File: src/rtl/lcd_vbuf_arbiter.sv
// Merges the two LCD pixel streams of a dual-core setup into one frame-buffer write port.
// Each source is queued in a small indexed FIFO; a round-robin arbiter drains them.
module lcd_vbuf_arbiter #(
  parameter int unsigned DW        = 15,
  parameter int unsigned DEPTH     = 4,
  parameter int unsigned FRAME_PIX = 23040
) (
  input  logic          clk_i,
  input  logic          reset_ni,
  input  logic          clkena1_i,
  input  logic          clkena2_i,
  input  logic [DW-1:0] data1_i,
  input  logic [DW-1:0] data2_i,
  input  logic [1:0]    mode1_i,
  input  logic [1:0]    mode2_i,
  input  logic          on1_i,
  input  logic          on2_i,
  output logic          wr_en_o,
  output logic [15:0]   wr_addr_o,
  output logic [DW-1:0] wr_data_o,
  output logic          ovf1_o,
  output logic          ovf2_o,
  output logic          frame_done1_o,
  output logic          frame_done2_o
);

  localparam int unsigned AW       = (DEPTH > 1) ? $clog2(DEPTH) : 1;
  localparam int unsigned EW       = 15 + DW;
  localparam logic [14:0] FrameLen = 15'(FRAME_PIX);
  localparam logic [14:0] LastIdx  = 15'(FRAME_PIX - 1);
  localparam logic [AW:0] FullCnt  = (AW + 1)'(DEPTH);

  localparam logic [0:0] StLast1 = 1'b0;
  localparam logic [0:0] StLast2 = 1'b1;

  logic [1:0]      clkena, on, pop, nonempty, ovf;
  logic [3:0]      mode_all;
  logic [2*DW-1:0] data_all, head_data;
  logic [29:0]     head_idx;

  assign clkena   = {clkena2_i, clkena1_i};
  assign on       = {on2_i, on1_i};
  assign mode_all = {mode2_i, mode1_i};
  assign data_all = {data2_i, data1_i};

  for (genvar s = 0; s < 2; s++) begin : gen_src
    logic [14:0]   ptr_q, ptr_d;
    logic [AW:0]   count_q, count_d;
    logic [AW-1:0] wp_q, rp_q;
    logic          ovf_q;
    logic [EW-1:0] mem_q [DEPTH];
    logic          restart, take, full, enq;

    // Restart (LCD off or vblank) rewinds the index and swallows the pixel.
    assign restart = !on[s] || (mode_all[2*s +: 2] == 2'b01);
    assign take    = clkena[s] && !restart && (ptr_q < FrameLen);
    assign full    = (count_q == FullCnt);
    assign enq     = take && (!full || pop[s]);

    always_comb begin
      ptr_d = ptr_q;
      if (restart) begin
        ptr_d = '0;
      end else if (take) begin
        ptr_d = ptr_q + 15'd1;
      end
      count_d = count_q;
      if (enq && !pop[s]) begin
        count_d = count_q + 1'b1;
      end else if (!enq && pop[s]) begin
        count_d = count_q - 1'b1;
      end
    end

    always_ff @(posedge clk_i or negedge reset_ni) begin
      if (!reset_ni) begin
        ptr_q   <= '0;
        count_q <= '0;
        wp_q    <= '0;
        rp_q    <= '0;
        ovf_q   <= 1'b0;
      end else begin
        ptr_q   <= ptr_d;
        count_q <= count_d;
        if (enq)    wp_q <= wp_q + 1'b1;
        if (pop[s]) rp_q <= rp_q + 1'b1;
        if (take && full && !pop[s]) ovf_q <= 1'b1;
      end
    end

    always_ff @(posedge clk_i) begin
      if (enq) mem_q[wp_q] <= {ptr_q, data_all[s*DW +: DW]};
    end

    assign nonempty[s]            = (count_q != '0);
    assign head_idx[15*s +: 15]   = mem_q[rp_q][EW-1 -: 15];
    assign head_data[DW*s +: DW]  = mem_q[rp_q][DW-1:0];
    assign ovf[s]                 = ovf_q;
  end

  logic [0:0] state_q, state_d;

  // On a tie the source not granted most recently wins.
  always_comb begin
    pop     = 2'b00;
    state_d = state_q;
    if (nonempty[0] && nonempty[1]) begin
      if (state_q == StLast2) begin
        pop[0]  = 1'b1;
        state_d = StLast1;
      end else begin
        pop[1]  = 1'b1;
        state_d = StLast2;
      end
    end else if (nonempty[0]) begin
      pop[0]  = 1'b1;
      state_d = StLast1;
    end else if (nonempty[1]) begin
      pop[1]  = 1'b1;
      state_d = StLast2;
    end
  end

  logic          wr_en_q, fd1_q, fd2_q;
  logic [15:0]   wr_addr_q;
  logic [DW-1:0] wr_data_q;

  always_ff @(posedge clk_i or negedge reset_ni) begin
    if (!reset_ni) begin
      state_q   <= StLast2;
      wr_en_q   <= 1'b0;
      wr_addr_q <= '0;
      wr_data_q <= '0;
      fd1_q     <= 1'b0;
      fd2_q     <= 1'b0;
    end else begin
      state_q <= state_d;
      wr_en_q <= |pop;
      fd1_q   <= pop[0] && (head_idx[14:0] == LastIdx);
      fd2_q   <= pop[1] && (head_idx[29:15] == LastIdx);
      if (pop[0]) begin
        wr_addr_q <= {1'b0, head_idx[14:0]};
        wr_data_q <= head_data[DW-1:0];
      end else if (pop[1]) begin
        wr_addr_q <= {1'b1, head_idx[29:15]};
        wr_data_q <= head_data[2*DW-1:DW];
      end
    end
  end

  assign wr_en_o       = wr_en_q;
  assign wr_addr_o     = wr_addr_q;
  assign wr_data_o     = wr_data_q;
  assign ovf1_o        = ovf[0];
  assign ovf2_o        = ovf[1];
  assign frame_done1_o = fd1_q;
  assign frame_done2_o = fd2_q;

endmodule

File: config.mk
export PLATFORM = sky130hd
export DESIGN_NAME = lcd_vbuf_arbiter
export DESIGN_NICKNAME = d
export VERILOG_FILES = /design/src/rtl/lcd_vbuf_arbiter.sv
export SDC_FILE = /design/constraint.sdc
export NUM_CORES = 1
export LEC_CHECK = 0
export BUFFER_PORTS_ARGS = -buffer_cell sky130_fd_sc_hd__buf_4
export CORE_MARGIN = 1
export CORE_UTILIZATION = 55
export DETAILED_ROUTE_END_ITERATION = 8
export PLACE_DENSITY = 0.73
export SLEW_MARGIN = 15
export SYNTH_ARGS = -nofsm -noshare
export SYNTH_HDL_FRONTEND = slang
export SYNTH_SLANG_ARGS = --single-unit
File: constraint.sdc
create_clock -name clk_i -period 2.9 [get_ports clk_i]
set_input_delay 0.29 -clock clk_i [delete_from_list [all_inputs] [get_ports clk_i]]
set_output_delay 0.29 -clock clk_i [all_outputs]
set_load 0.01 [all_outputs]
======== Word-level counts from Yosys, hierarchy flattened ========
Memory sizes are Yosys's and may differ from the RTL's.
Cells that the tools add are included.
W data, S select, Z words.
operators by class
  $add $sub $neg .......................... 10
  multiplexer cells ....................... 25
  reductions and logical operators ........ 40
  equal/unequal tests ..................... 6
  order comparisons ....................... 2
operator list
  cell                     number
  $mux W15                 6
  $mux W16                 2
  $add A15 B1 Y15 const B  2
  $eq A15 B15 Y1 const B   2
  $lt A15 B15 Y1 const B   2
  $logic_and A1 B1 Y1      17
  $mux W1                  12
  $mux W3                  4
  $logic_not A1 Y1         10
  $reduce_bool A2 Y1       5
  $reduce_bool A3 Y1       3
  $add A2 B1 Y2 const B    4
  $add A3 B1 Y3 const B    2
  $eq A3 B3 Y1 const B     2
  $sub A3 B1 Y3 const B    2
  $eq A2 B1 Y1 const B     2
  $logic_or A1 B1 Y1       4
  $mux W2                  1
  $reduce_or A2 Y1         1
storage, ports and cells
  word-level logic and storage cells ...... 101
  flip-flop bits (word level) ............. 81
  memories ................................ 2
  bits in writable memories ............... 240
  input bits .............................. 40
  output and inout bits ................... 36
memories
  name              depth  width  read ports  clocked after memory_dff  wr ports  line  RTL
  gen_src[0].mem_q  4      30     1           0                         1         51    logic [EW-1:0] mem_q [DEPTH];
  gen_src[1].mem_q  4      30     1           0                         1         51

======== Depth between registers and ports, before layout ========
  word-level depth ........................ 10
  mapped depth ............................ 11
  mapped depth without buffers ............ 10

======== Least setup slack after synthesis ========
Ideal clock, no wire load.
  kind .................................... reg2reg
  start ................................... reg gen_src[1].ptr_q[10]
  end ..................................... mem gen_src[1].mem_q[0][0] (netlist name) (enable)
  arrival time ............................ 2210 ps
  slack ................................... 300 ps
  cell stages (with the launch flop) ...... 6
  setup time .............................. 390 ps
  path buffers ............................ 0
  period minus slack after synthesis ...... 2600 ps
  required time ........................... 2510 ps
  cells stage by stage .................... dfrtp_1 o211a_1 o21ai_0 nand2_1 nor3_2 and2_1
between the ends
  cells in the longest elaborated chain, start to end .. 5
RTL lines
  what                           line  RTL
  start, declared                47    logic [14:0] ptr_q, ptr_d;
  start signal, assigned         83    ptr_q <= ptr_d;
  $lt A15 B15 Y1                 56    assign take = clkena[s] && !restart && (ptr_q < FrameLen);
  $logic_and A1 B1 Y1            56
  $logic_and A1 B1 Y1            58    assign enq = take && (!full || pop[s]);
  named net gen_src[1].enq       52    logic restart, take, full, enq;
  $mux W1                        92    if (enq) mem_q[wp_q] <= {ptr_q, data_all[s*DW +: DW]};
  $mux W1 (not written as such)  92
  end, declared                  51
The timed path passes the listed nets, and every way through them passes these cells.

======== Final worst setup path ========
  start ................................... reg gen_src[0].count_q[2]
  end ..................................... reg gen_src[1].count_q[2]
between the ends
  cells in the longest elaborated chain, start to end .. 8
  elaborated cells between the ends (all ways) .. 12
  classes of those cells .................. 3 x mux; 9 x reduce/logical
RTL lines
  what                                            line      RTL
  start, declared                                 48        logic [AW:0] count_q, count_d;
  start signal, assigned                          84        count_q <= count_d;
  $reduce_bool A3 Y1 (*)                          95        assign nonempty[s] = (count_q != '0);
  $mux W1 or $logic_and A1 B1 Y1 (tied branches)  115, 107
  $mux W2 (*)                                     107       if (nonempty[0] && nonempty[1]) begin
  $logic_or A1 B1 Y1 (*)                          58
  $logic_and A1 B1 Y1 (*)                         58
  named net gen_src[1].enq                        52
  $logic_not A1 Y1                                70        end else if (!enq && pop[s]) begin
  $logic_and A1 B1 Y1                             70
  $reduce_bool A2 Y1 (no source line)             -
  end signal, assigned                            84
  end, declared                                   48
The timed path passes the listed nets; every way through them passes the cells marked *.
A chain may end at the register's enable or synchronous reset.

==> run_results.csv <==
group,metric,value,unit
status,status,"finished clean",
floorplan,dieHeight,154,um
clocking,clock_path_buffers,3,
global_route,antenna_found_initial,0,
route,wl_per_cell,21.5,um
route,firstDrtPassIters,5,
clocking,root_buffer,"clkbuf_16",
logic_synthesis,ys_ff_latch,321,
clocking,cts_setup_buffers,0,
global_route,grt_max_degree,67,
logic_synthesis,synth_enable_flop_cells,240,
critical_path,worstPathMaxFanout,5,
route,vias,6713,
global_route,track_usage,21.6,%
logic_synthesis,synth_top_family_by_area,"multiplexers",
critical_path,cp.required,3370,ps
timing,finClkSkew,7.18,ps
power_and_ir_drop,leakage,5.40,nW
worst_hold_path,hp-class,"in2reg",
route,vias_per_cell,5.79,
floorplan,start_util,56.2,%
finish,fin_nets,905,
logic_synthesis,async_flop_share,25.2,%
clocking,postCtsResizedCells,0,
timing,slew_violations,0,
clocking,clock-sinks,321,
finish,layout-drive-gt1-share,24.6,%
placement,port_buffers,75,
global_route,grt_overflow,0,
floorplan,die_x,154,um
logic_synthesis,yosys_warnings,0,
finish,diodes,0,
logic_synthesis,syn-num-nets,767,
logic_synthesis,syn_area_per_cell,17.9,um^2
floorplan,rows,55,
timing,fin_setup_tns,0,ps
power_and_ir_drop,irDropWorstVdd,518,uV
critical_path,rrSetupSlack,310,ps
clocking,cts_tree,"yes",
logic_synthesis,synthMuxAreaShare,13.6,%
timing,relSlewSlack,36.0,%
clocking,cts_buffers,30,
timing,rsz0062_at_grt,"false",
logic_synthesis,yosys.area_share.simple,5.94,%
logic_synthesis,synth_fa_ha_area_share,1.49,%
critical_path,end_kind,"register",
critical_path,startpoint_type,"register",
floorplan,ios,76,
route,drtIter0Drc,488,
timing,period_share,89.2,%
power_and_ir_drop,powerDensity,904,mW/mm^2
floorplan,core,0.0226,mm^2
timing,whs,72.7,ps
placement,gp_congestion,0.818,
timing,period_minus_slack,2590,ps
placement,dp_hpwl,16100,um
global_route,grt_pass1_vias,6884,
route,drtAntennaViolNets,0,
timing,fmax,387,MHz
job,cap_violations,0,
global_route,grt_pass1_wl,38300,um
timing,hold_violations,0,
logic_synthesis,synth_cells,713,
logic_synthesis,ys.flop_type,"edfxtp_1",
logic_synthesis,synth_compound_area_share,2.38,%
clocking,insertion_delay,550,ps
clocking,cts.htree.levels,1,
finish,areaGrowthSynthToFinish,18.5,%
route,drc,0,
timing,setup_viol,0,
clocking,clkTransAtPathRegs,60,ps
floorplan,die_area,0.0238,mm^2
critical_path,worstPathArrival,3050,ps
logic_synthesis,syn_area,0.0127,mm^2
critical_path,path_class,"reg2reg",
route,routed_wl,24900,um
logic_synthesis,ys_seq_area_share,72.5,%
timing,worst_pin_slew,960,ps
logic_synthesis,synth_xor_area_share,2.41,%
logic_synthesis,synth.distinct_cells,54,
finish,num-fill-cells,1508,
-- placed cells by master (no fill, tap or decap), types with 3 or more instances in the layout --
master,synthesis,routed
a21oi_1,3,3
and2_1,10,9
and3_1,4,4
buf_12,1,4
buf_4,1,101
clkbuf_1,15,7
clkbuf_16,0,32
clkbuf_8,0,6
clkinv_1,0,5
clkinv_2,0,3
dfrtp_1,80,78
dlygate4sd3_1,0,31
edfxtp_1,240,240
ha_1,12,12
inv_1,17,17
mux2_2,4,4
mux2i_1,30,30
mux4_1,8,8
mux4_2,52,52
nand2_1,48,48
nand3_1,16,16
nand4_1,11,11
nand4b_1,3,3
nor2_1,36,36
nor3_1,6,6
o21a_1,3,3
o21ai_0,31,31
xnor2_1,12,12
xor2_1,23,23
-- power by group --
part           internal, W  total [W]  switching [W]  leakage, nW
combinational      0.00183    0.00370        0.00187         1.84
sequential         0.00564    0.00611       0.000464         3.08
clock              0.00225    0.00384        0.00160        0.484
total              0.00972     0.0136        0.00393         5.40
-- path summary, 6_finish.rpt --
check	start	to	depth (start not counted)
worst max-delay path	gen_src[0].count_q[2]	gen_src[1].count_q[2]	9
worst min-delay path	clkena2_i	ovf2_o	2
worst max register to register	gen_src[0].count_q[2]	gen_src[1].count_q[2]	9
worst min register to register	ovf2_o	ovf2_o	1
max in group asynchronous	reset_ni	gen_src[0].ptr_q[10]	3
min in group asynchronous	reset_ni	wr_addr_o[10]	2
-- sequential cells by signal (all words and copies together) (netlist names), 4 cells and up --
signal / cells
gen_src.count_q: 6
gen_src.mem_q: 240
gen_src.ptr_q: 30
gen_src.rp_q: 4
gen_src.wp_q: 4
wr_addr_o: 16
wr_data_o: 15
-- layer usage --
metal | vias to the layer above | global-route usage, % | routed length (um)
li1 | 3029 | - | -
met1 | 3431 | 28.8 | 10300
met2 | 214 | 37.2 | 12700
met3 | 39 | 3.13 | 1410
met4 | 0 | 6.71 | 546
met5 | - | 0 | 0
-- worst max-delay path: stages (launching register included) --
cell	delay (ps)
dfrtp_1	440
or3_1	460
and4_1	260
nor3_2	190
ha_1	220
inv_1	60
fa_1	370
xor2_1	170
nor2_1	140
xor2_1	180
-- area by class of cell --
| class | instances | area [um^2] | share of cell area, % |
|---|---|---|---|
| clock buffer | 45 | 910 | 6.03 |
| clock inverter | 11 | 80.1 | 0.531 |
| tap | 285 | 357 | 2.36 |
| multi-input combinational | 345 | 3300 | 21.8 |
| timing repair buffer | 136 | 1150 | 7.61 |
| inverter | 17 | 63.8 | 0.423 |
| sequential | 321 | 9240 | 61.2 |
-- cell families (layout without fill, tap and decap cells) --
kind of cell	Yosys count	after routing
buf+inv	47	209
xor+xnor	35	35
mux	94	94
simple gates	151	151
fa+ha+maj	14	14
compound gates	51	51
flops	321	321
-- Yosys cell counts (11+ instances only) --
cell type,instances,area [um^2]
nand3_1,16,80.1
edfxtp_1,240,7210
clkbuf_1,15,56.3
nor2_1,36,135
nand4_1,11,68.8
xnor2_1,12,105
xor2_1,23,201
mux4_2,52,1170
ha_1,12,150
o21ai_0,31,155
inv_1,17,63.8
nand2_1,48,180
dfrtp_1,80,2000
mux2i_1,30,300
-- per-stage QoR --
| stage | area, um^2 | total power (W) | setup slack (ps) | utilization, % | instances |
|---|---|---|---|---|---|
| 2_1_floorplan | 12700 | 0.00852 | 300 | - | 713 |
| 3_3_place_gp | 13800 | 0.00975 | 425 | 60.9 | 1073 |
| 3_5_place_dp | 13800 | 0.00991 | 306 | 60.9 | 1073 |
| 4_1_cts | 15100 | 0.0138 | 287 | 66.7 | 1160 |
| 5_1_grt | 15100 | 0.0143 | 170 | 66.7 | 1160 |
| 6_report | 15100 | 0.0136 | 313 | 66.7 | 1160 |
-- repair_timing --
item / in CTS / in global routing
setup endpoints to repair: 0 / 0
hold endpoints to repair: 183 / 0
hold buffers: 31 / 0
Note: power is estimated with default switching activity, not from simulation.
